==> src/rtl/bist_misr_analyzer.sv <==
// MISR response compactor for the BIST path: folds NUM_PATTERNS CUT responses
// into a signature and reports pass/fault against GOLDEN. Optional watchdog: BIST_MISR_TIMEOUT_EN.
module bist_misr_analyzer #(
  parameter int              WIDTH          = 4,
  parameter int              NUM_PATTERNS   = 15,
  parameter logic [WIDTH-1:0] POLY          = 4'b0011,
  parameter logic [WIDTH-1:0] SEED          = 4'h0,
  parameter logic [WIDTH-1:0] GOLDEN        = 4'h0,
  parameter int              TIMEOUT_CYCLES = 64
) (
  input  logic             clk,
  input  logic             rst,
  input  logic             start,
  input  logic             resp_valid,
  input  logic [WIDTH-1:0] resp,
  output logic [WIDTH-1:0] signature,
  output logic             busy,
  output logic             done,
  output logic             pass,
  output logic             fault_detected,
  output logic             timeout
);

  localparam int CNT_W = $clog2(NUM_PATTERNS + 1);

  if (WIDTH < 2)          begin : g_bad_width   $error("WIDTH must be >= 2");          end
  if (NUM_PATTERNS < 1)   begin : g_bad_npat    $error("NUM_PATTERNS must be >= 1");   end
  if (TIMEOUT_CYCLES < 1) begin : g_bad_timeout $error("TIMEOUT_CYCLES must be >= 1"); end

  typedef enum logic [1:0] {
    IDLE    = 2'd0,
    COMPACT = 2'd1,
    COMPARE = 2'd2,
    DONE    = 2'd3
  } state_t;

  state_t           state;
  logic [CNT_W-1:0] count;

  function automatic logic [WIDTH-1:0] misr_step(input logic [WIDTH-1:0] s,
                                                 input logic [WIDTH-1:0] d);
    misr_step = {s[WIDTH-2:0], 1'b0} ^ (s[WIDTH-1] ? POLY : '0) ^ d;
  endfunction

`ifdef BIST_MISR_TIMEOUT_EN
  localparam int WD_W = $clog2(TIMEOUT_CYCLES + 1);
  logic [WD_W-1:0] wd_cnt;
  logic            timeout_q;
  assign timeout = timeout_q;
`else
  assign timeout = 1'b0;
`endif

  always_ff @(posedge clk) begin
    if (rst) begin
      state          <= IDLE;
      count          <= '0;
      signature      <= SEED;
      busy           <= 1'b0;
      done           <= 1'b0;
      pass           <= 1'b0;
      fault_detected <= 1'b0;
`ifdef BIST_MISR_TIMEOUT_EN
      wd_cnt         <= '0;
      timeout_q      <= 1'b0;
`endif
    end else begin
      case (state)
        IDLE, DONE: begin
          // start beats a same-cycle resp_valid; that response is dropped
          if (start) begin
            state          <= COMPACT;
            count          <= '0;
            signature      <= SEED;
            busy           <= 1'b1;
            done           <= 1'b0;
            pass           <= 1'b0;
            fault_detected <= 1'b0;
`ifdef BIST_MISR_TIMEOUT_EN
            wd_cnt         <= '0;
            timeout_q      <= 1'b0;
`endif
          end
        end

        COMPACT: begin
`ifdef BIST_MISR_TIMEOUT_EN
          if (wd_cnt == WD_W'(TIMEOUT_CYCLES)) begin
            state          <= DONE;
            busy           <= 1'b0;
            done           <= 1'b1;
            pass           <= 1'b0;
            fault_detected <= 1'b1;
            timeout_q      <= 1'b1;
          end else if (resp_valid) begin
            wd_cnt <= '0;
`else
          if (resp_valid) begin
`endif
            signature <= misr_step(signature, resp);
            count     <= count + 1'b1;
            if (count == CNT_W'(NUM_PATTERNS - 1)) state <= COMPARE;
          end
`ifdef BIST_MISR_TIMEOUT_EN
          else begin
            wd_cnt <= wd_cnt + 1'b1;
          end
`endif
        end

        COMPARE: begin
          state          <= DONE;
          busy           <= 1'b0;
          done           <= 1'b1;
          pass           <= (signature == GOLDEN);
          fault_detected <= (signature != GOLDEN);
        end

        default: state <= IDLE;
      endcase
    end
  end

endmodule

==> config.mk <==
export PLATFORM = sky130hd
export DESIGN_NAME = bist_misr_analyzer
export DESIGN_NICKNAME = d
export VERILOG_FILES = /design/src/rtl/bist_misr_analyzer.sv
export SDC_FILE = /design/constraint.sdc
export NUM_CORES = 1
export LEC_CHECK = 0
export ABC_AREA = 1
export CORE_MARGIN = 3
export CORE_UTILIZATION = 30
export DETAILED_ROUTE_END_ITERATION = 16
export MAX_ROUTING_LAYER = met4
export PLACE_DENSITY = 0.61
export SLEW_MARGIN = 15
export SYNTH_ARGS = -nofsm -noshare
export SYNTH_HDL_FRONTEND = slang
export SYNTH_SLANG_ARGS = --single-unit
==> constraint.sdc <==
create_clock -name clk -period 2.15 [get_ports clk]
set_clock_uncertainty 0.15 [all_clocks]
set_input_delay 0.215 -clock clk [delete_from_list [all_inputs] [get_ports clk]]
set_output_delay 0.215 -clock clk [all_outputs]
set_load 0.01 [all_outputs]
* After elaboration in Yosys (flattened, before gate mapping) *
Index checks and enable logic that the tools add are counted.

storage, ports and cells
  output and inout bits = 9
  register bits after elaboration = 14
  input bits = 8
  word-level logic and storage cells = 42

cells by class
  multiplexer cells = 16
  bitwise gates (word level) = 2
  eq/ne operators = 7
  add/subtract/negate cells = 1
  reductions and logical operators = 9

operator list
  operator                                                                number
  4-bit one-hot mux with 2 select lines                                   2
  4-bit two-way mux                                                       3
  2-bit two-way mux                                                       4
  1-bit one-hot mux with 2 select lines                                   4
  2-bit != test (second input constant)                                   3
  2-bit one-hot mux with 3 select lines                                   1
  3-bit AND reduction                                                     2
  4-bit by 1-bit adder with 4-bit output (second input constant)          1
  2-bit equality test (second input constant)                             2
  4-bit equality test (second input constant)                             1
  4-bit zero test                                                         1
  2-bit nonzero test                                                      2
  4-bit nonzero test                                                      1
  4-bit by 2-bit XOR with 4-bit output                                    1
  4-bit XOR                                                               1
  2-bit by 1-bit equality test with 1-bit output (second input constant)  1
  2-bit zero test                                                         1
  1-bit two-way mux                                                       2
  2-bit AND reduction                                                     1
  2-bit OR reduction                                                      1

* Depth between registers and ports, before layout *
Gate-level depths: netlist of the first run.

  depth in word-level cells = 5
  depth in mapped cells = 9
  gate-level depth less buffers = 9

* Least setup slack after synthesis of the first run *
OpenSTA, ideal clock, no wires.

  path kind = register to register
  start = register state[0]
  end = register state[0]
  path buffers = 0
  setup time = 113 ps
  data arrival time = 1238 ps
  cell stages (with the launch flop) = 9
  path slack = 650 ps
  data required time = 1887 ps
  clock period less this slack = 1500 ps
  cell sequence = dfxtp_1 > inv_1 > ha_1 > nand2_2 > o21ai_1 > nor2_1 > nand2_1 > nand2_1 > nor2_1

on the way
  word-level cells in the longest chain between the ends = 4
  elaborated cells between the ends (all ways) = 10
  those cells by class = eq/ne (6); mux (1); reduce/logical (3)

RTL lines
  element                                                 RTL line  text
  from (decl)                                             37        state_t state;
  from (signal assigned)                                  56        state <= IDLE;
  from (signal assigned)                                  72        state <= COMPACT;
  from (signal assigned)                                  102       if (count == CNT_W'(NUM_PATTERNS - 1)) state <= COMPARE;
  2-bit equality test or 2-bit zero test (tied branches)  68        case (state)
  2-bit OR reduction                                      68
  2-bit != test (no source line)                          --
  3-bit AND reduction (no source line)                    --

Parallel ways exist; a longest one is shown, timed or not.
A chain may end at the register's enable or synchronous reset.

* Worst setup path in the final report of the first run *
  start = register state[0]
  end = register signature[0]

on the way
  word-level cells in the longest chain between the ends = 4
  elaborated cells between the ends (all ways) = 9
  those cells by class = eq/ne (4); mux (1); reduce/logical (4)

RTL lines
  element                                                               RTL line  text
  2-bit equality test or 2-bit zero test (tied branches)                68
  2-bit OR reduction                                                    68
  2-bit != test (no source line) or 2-bit nonzero test (tied branches)  --
  3-bit AND reduction (no source line)                                  --
  to (signal assigned)                                                  100       signature <= misr_step(signature, resp);
  to (decl)                                                             16        output logic [WIDTH-1:0] signature,

Parallel ways exist; a longest one is shown, timed or not.

==> key figures, run 1 <==
Run status
  – Outcome: finished clean

Layout
  – Layout Nets: between 100 and 150
  – Most frequent cells in the layout: 27 x nand2_1, 16 x nor2_1, 15 x inv_1, 15 x clkdlybuf4s50_1, 14 x dfxtp_1
  – Register area: roughly 280 µm²
  – Area of the multi-input gates: 427 µm²
  – ANT cells: 0
  – Area delta synth->final: 24.1%
  – Filler cells: 260
  – Share of cells above drive strength 1: 0.101
  – Leading cell type in the layout, fill and taps excluded: nand2_1

Floorplanning
  – # IOs: 17
  – Die area: approximately 0.0033 mm²
  – Die Ht: around 57 µm
  – FP Rows: 18
  – Die width: around 57 µm
  – Initial Util: 0.317
  – Core area: about 0.0025 mm²

CTS
  – H-tree depth: 1
  – CTS tree: built
  – Hold-fix buffers, CTS: 0
  – Clk root buf: clkbuf_4
  – Post-cts sizing count: 0
  – CTS sink count: 14
  – Clk Latency, worst-skew pair: 0.28 ns
  – Post-CTS Setup Repair Bufs: 0
  – Total CTS buffers: 3
  – CTS max path bufs: 2
  – Reg clk slew, reported paths: about 0.080 ns

Critical path
  – CP startpoint kind: flip-flop
  – Endpoint class of the critical path: flip-flop
  – CP required: roughly 2.2 ns
  – Reg2Reg Depth: 8
  – Worst setup path start: state[0]$_SDFFE_PP0P_
  – RR Endpoint: signature[0]$_SDFFE_PP0P_
  – WP data arrival: about 1.7 ns
  – Critical R2R Launch: state[0]$_SDFFE_PP0P_
  – Worst setup path category: flip-flop to flip-flop
  – Crit Path Max Fanout: 12
  – Worst R2R Setup Slack: about 0.45 ns

Route
  – Drt pass-1 iters: 5
  – DR DRC count: 0
  – 1st-iter DRT viols: 14
  – Via density: 4.31
  – ANT nets after route: 0
  – Routed Wire Length: 1510 µm
  – Vias: about 700
  – Wire per inst: between 9 and 10 µm

Power
  – Sw Share: 0.439
  – Leakage: roughly 0.46 nW
  – Part of the power in the clock network: 0.126
  – Maximum VDD drop: between 700 and 800 µV
  – Share of power burned in registers: 0.338
  – Internal: between 0.6 and 0.7 mW
  – Total Power: roughly 1.1 mW
  – Switching power of the nets: between 0.5 and 0.6 mW
  – PwrDens: ~1200 mW/mm²
  – Comb power frac: 0.536

Global routing
  – Initial antenna violation count: 0
  – Overflow after GRT: 0
  – Gr usage total: 0.108
  – Global-route wire length before repair: about 2800 µm
  – Largest net degree at the start of global routing: 13
  – Vias in the first global route: 662

Yosys
  – Top cell type by total area after synthesis: dfxtp_1
  – Post-synthesis mux area share: 0
  – Ranking of synthesized cells by area: dfxtp_1 35%, nand2_1 13%, ha_1 7.9%
  – Gate Count Post-Synth: ~110
  – Register area share after synthesis: 0.353
  – Syn avg cell area: roughly 7 µm²
  – Post-synth top area share: 0.353
  – Synth Area in Compound Gates: 0.150
  – Mapped Area: ~800 µm²
  – Simple-gate share of the synthesized area: 0.304
  – Count of different cell masters after synthesis: 25
  – Synth Area in Adders: 0.0789
  – Largest family of logic cells by synthesized area: simple AND/OR/NAND/NOR gates
  – Yosys reg bits: 14
  – Yosys warns: 0
  – Post-synthesis xor/xnor area fraction: 0
  – Syn nets: roughly 130

STA
  – Fin crit period: about 1.7 ns
  – RSZ-0062 raised after global routing: false
  – Setup violators final: 0
  – Setup TNS Final: 0 ns
  – Crit share post-route: 0.790
  – Slew Limit Fails: 0
  – Fmax: 589 MHz
  – PnR worst setup slack: ~0.45 ns
  – Hold violation count in the final report: 0

Min path
  – Hold Crit Endpoint: done$_SDFFE_PP0P_
  – Hold wc startpoint: done$_SDFFE_PP0P_
  – Hold depth: 2
  – HP Class: flip-flop to flip-flop

Place
  – Port Buffers: 15
  – GPL Wtd Cong: 0.758
  – Hpwl dp: between 1000 and 1500 µm
  – Dpl ws: 0.435 ns

Run
  – MaxCap Viol Count: 0
## cell usage after synthesis
library cell / n
o211a_1: 1
o21ai_1: 4
conb_1: 1
a21oi_1: 8
nor3_1: 1
ha_1: 5
nand3_1: 4
buf_6: 1
nand3_4: 1
nand2_1: 27
nor2_1: 16
o21bai_2: 2
o31ai_1: 1
o21ai_0: 2
inv_1: 15
nor3b_1: 1
nand2_4: 1
clkinv_1: 1
a21oi_2: 1
or2_2: 1
inv_2: 2
nand2_2: 1
dfxtp_1: 14
buf_4: 1
nor2_2: 1
## worst max-delay path: stages (launching register included)
cell	delay, ns
dfxtp_1	0.38
inv_1	0.06
ha_1	0.34
inv_1	0.13
nand2_4	0.06
nand3_4	0.13
clkinv_1	0.16
o21ai_1	0.14
nor2_1	0.05
## cell families (layout without fill, tap and decap cells)
logic type | Yosys count | after routing
simple gates | 54 | 54
buf+inv | 20 | 36
compound gates | 19 | 19
flops | 14 | 14
fa+ha+maj | 5 | 5
other cells | 1 | 1
## through the flow
stage	hold slack (ns)	instance area, µm²	cells	util
finish	0.323	985	159	0.394
floorplan	0.127	793	113	-
global placement	0.309	962	156	0.385
global route	0.359	985	159	0.394
CTS	0.325	985	159	0.394
detailed placement	0.310	962	156	0.385
## final cells by class
| cell class | instances | area share |
|---|---|---|
| Tap cell | 30 | 0.0381 |
| Timing Repair Buffer | 15 | 0.152 |
| Inverter | 18 | 0.0686 |
| Sequential cell | 14 | 0.285 |
| Clock buffer | 3 | 0.0229 |
| Multi-Input combinational cell | 79 | 0.433 |
## metal layers
metal / share of wire / global-route usage / routed length, µm / up-vias
met5: 0 / - / 0 / -
met2: 0.44 / 0.158 / 663 / 18
met3: 0.056 / 0.0520 / 85 / 0
li1: - / - / - / 386
met4: 0 / 0.00993 / 0 / 0
met1: 0.50 / 0.141 / 758 / 281
## power by group through the flow
| stage | Combinational (mW) | Sequential [mW] | Clock (mW) |
|---|---|---|---|
| after global routing | 0.703 | 0.402 | 0.172 |
| after global placement | 0.612 | 0.393 | 0 |
| after CTS | 0.621 | 0.390 | 0.152 |
| after detailed placement | 0.618 | 0.396 | 0 |
| after floorplan | 0.464 | 0.404 | 0 |
| final | 0.616 | 0.388 | 0.145 |
## worst max-delay path by stage
stage,to,cells past startpoint
floorplan,state[0]$_SDFFE_PP0P_,8
global placement,signature[0]$_SDFFE_PP0P_,8
detailed placement,signature[0]$_SDFFE_PP0P_,8
CTS,signature[0]$_SDFFE_PP0P_,8
global route,signature[0]$_SDFFE_PP0P_,8
finish,signature[0]$_SDFFE_PP0P_,8
## flip-flops by register name, summed over array words and instances, names as in the netlist
name	cells
count	4
signature	4
state	2
busy	1
done	1
fault_detected	1
pass	1
No activity file was read; power rests on OpenSTA's default activity.
==> run 2, diff against run 1 <==
clock period = 1.7 ns   (was 2.15 ns; I/O delays follow)
==> run 2 against run 1 <==
  * Wire length rose by 0.60%
  * Global-route usage fell by 0.44 points
  * First-iteration DRC count fell by 7.1%
  * Worst hold slack got worse by 0.0037 ns
  * Sequential power rose by 29%
  * Worst setup slack got worse by 0.32 ns
  * Via count rose by 0.88%
  * Clock power rose by 26%
  * Combinational power rose by 43%
  * Sequential share of layout area fell by 0.97 points
  * Die area did not move
  * Largest cell class unchanged
  * Highest routed layer unchanged
==> key figures, run 2 (same netlist as run 1, synthesis figures left out) <==
Route
  – Met2 WL: 678 µm (+2.3%)
  – 1st-iter DRT viols: 13 (-1)
  – M1 WL: 771 µm (+1.7%)
  – ANT nets after route: 0 (unchanged)
  – Routed Wire Length: 1520 µm (+0.60%)
  – DR DRC count: 0 (unchanged)
  – Wire per inst: 9.36 µm (-1.3%)
  – Highest metal used: met3
  – Via density: 4.27 (-0.99%)
  – Drt pass-1 iters: 4 (-1)
  – Routed wl met3: 66 µm (-22%)
  – Vias: 691 (+0.88%)

Min path
  – HP Class: flip-flop to flip-flop

Critical path
  – Worst Path Buf+Inv: 1 (-2)
  – Endpoint class of the critical path: output pin
  – Slowest stage delay, CP: 0.56 ns (+0.18 ns)
  – CP required: 1.38 ns (-0.80 ns)
  – Crit Path Max Fanout: 5 (-7)
  – CP max stage cell: clkdlybuf4s50_1
  – Worst setup path category: flip-flop to output pin
  – CP startpoint kind: flip-flop
  – Crit path cell chain: clkdlybuf4s50_1
  – Delay-heaviest family, CP: buffers and inverters
  – WP data arrival: 1.25 ns (-0.48 ns)

Run
  – MaxCap Viol Count: 0 (unchanged)

Layout
  – Regs by FF count: count: 4 flops, signature: 4 flops, state: 2 flops
  – Layout Nets: 147 (+2.1%)
  – Final core utilization: 0.411 (+0.0175)
  – Share of cells above drive strength 1: 0.159 (+0.0583)
  – Area delta synth->final: 29.7%
  – Most frequent cells in the layout: 27 x nand2_1, 15 x inv_1, 15 x nor2_1, 15 x clkdlybuf4s50_1, 12 x dfxtp_1
  – ANT cells: 0 (unchanged)
  – Leading cell type in the layout, fill and taps excluded: nand2_1

CTS
  – Reg clk slew, reported paths: 0.08 ns (about the same)
  – CTS sink count: 14 (unchanged)
  – CTS tree: built
  – Total CTS buffers: 3 (unchanged)
  – H-tree depth: 1 (unchanged)
  – Clk Latency, worst-skew pair: 0.27 ns (about the same)
  – CTS max path bufs: 2 (unchanged)
  – Post-CTS Setup Repair Bufs: 0 (unchanged)
  – Clk root buf: clkbuf_4

Place
  – Hpwl dp: 1200 µm (+1.7%)
  – Port Buffers: 15 (unchanged)
  – GPL Wtd Cong: 0.758 (about the same)
  – Dpl ws: 0.0163 ns (-0.419 ns)

Global routing
  – Gr usage total: 0.104 (-0.00441)
  – Vias in the first global route: 650 (-1.8%)
  – Global-route wire length before repair: 2690 µm (-3.7%)
  – Initial antenna violation count: 0 (unchanged)
  – Overflow after GRT: 0 (unchanged)
  – Largest net degree at the start of global routing: 10 (-3)

Power
  – Leakage: 0.472 nW (+3.0%)
  – Maximum VDD drop: 820 µV (+13%)
  – Total Power: 1.56 mW (+36%)
  – PwrDens: 1520 mW/mm² (+30%)

STA
  – Fin crit period: ~1.6 ns
  – Fmax: roughly 640 MHz
  – Hold violation count in the final report: 0 (unchanged)
  – Worst hold margin: 0.319 ns (-0.00370 ns)
  – RSZ-0062 raised after global routing: false
  – Setup TNS Final: 0 ns (unchanged)
  – PnR worst setup slack: 0.130 ns (-0.322 ns)
  – Crit share post-route: 0.924
  – Slew Limit Fails: 0 (unchanged)
  – Setup violators final: 0 (unchanged)

Floorplanning
  – Die width: 57.4 µm (unchanged)
  – FP Rows: 18 (unchanged)
  – Die area: 0.00330 mm² (unchanged)
  – Initial Util: 0.317 (unchanged)
  – # IOs: 17 (unchanged)
  – Die Ht: 57.4 µm (unchanged)
  – Core area: 0.00250 mm² (unchanged)

Run status
  – Outcome: finished clean
==> run 2: changes by cell type in the layout (fill, tap and decap cells not counted), sizes merged <==
cell | previous run | this run
buf | 0 | 3
clkinvlp | 0 | 1
clkinv | 1 | 0
==> run 2: tightest hold or removal path, stage by stage, from the launching register on <==
cell,delay [ns]
dfxtp_1,0.31
nand2_1,0.06
a21oi_1,0.06
==> run 2: worst paths after layout <==
kind / start / end / slack, ns / depth (start not counted)
setup reg to reg: state[0]$_SDFFE_PP0P_ / count[3]$_SDFFE_PP0P_ / 0.15 / 9
setup / recovery: signature[3]$_SDFFE_PP0P_ / signature[3] / 0.13 / 1
hold reg to reg: done$_SDFFE_PP0P_ / done$_SDFFE_PP0P_ / 0.32 / 2
hold / removal: done$_SDFFE_PP0P_ / done$_SDFFE_PP0P_ / 0.32 / 2
==> run 2: final cells by class <==
type | count | area, µm²
fillers | 254 | 1470
multi-input cells | 79 | 442
flip-flops and latches | 14 | 283
repair buffers | 18 | 173
inverters | 18 | 71.3
well taps | 30 | 37.5
clock buffers | 3 | 22.5
==> run 2: routing by layer <==
layer  vias to the layer above  track usage
met5                         -            -
met4                         0            0
met3                         0       0.0452
met2                        13        0.169
met1                       290        0.127
li1                        388            -
==> run 2: what timing repair did <==
| action | CTS | global route |
|---|---|---|
| endpoints found under the setup margin | 0 | 11 |
| hold buffers | 0 | 0 |
| resized for setup | 0 | 5 |
==> run 2: through the flow <==
stage / instances / instance area (µm²)
after floorplan: 113 / 793
after global placement: 159 / 985
after detailed placement: 159 / 985
after CTS: 162 / 1010
after global routing: 162 / 1030
final: 162 / 1030
==> run 2: power breakdown <==
part	leakage, nW	internal [mW]	switching, mW	total [mW]
clock network	0.0138	0.0820	0.0996	0.182
registers	0.115	0.422	0.0779	0.500
logic	0.343	0.390	0.494	0.883
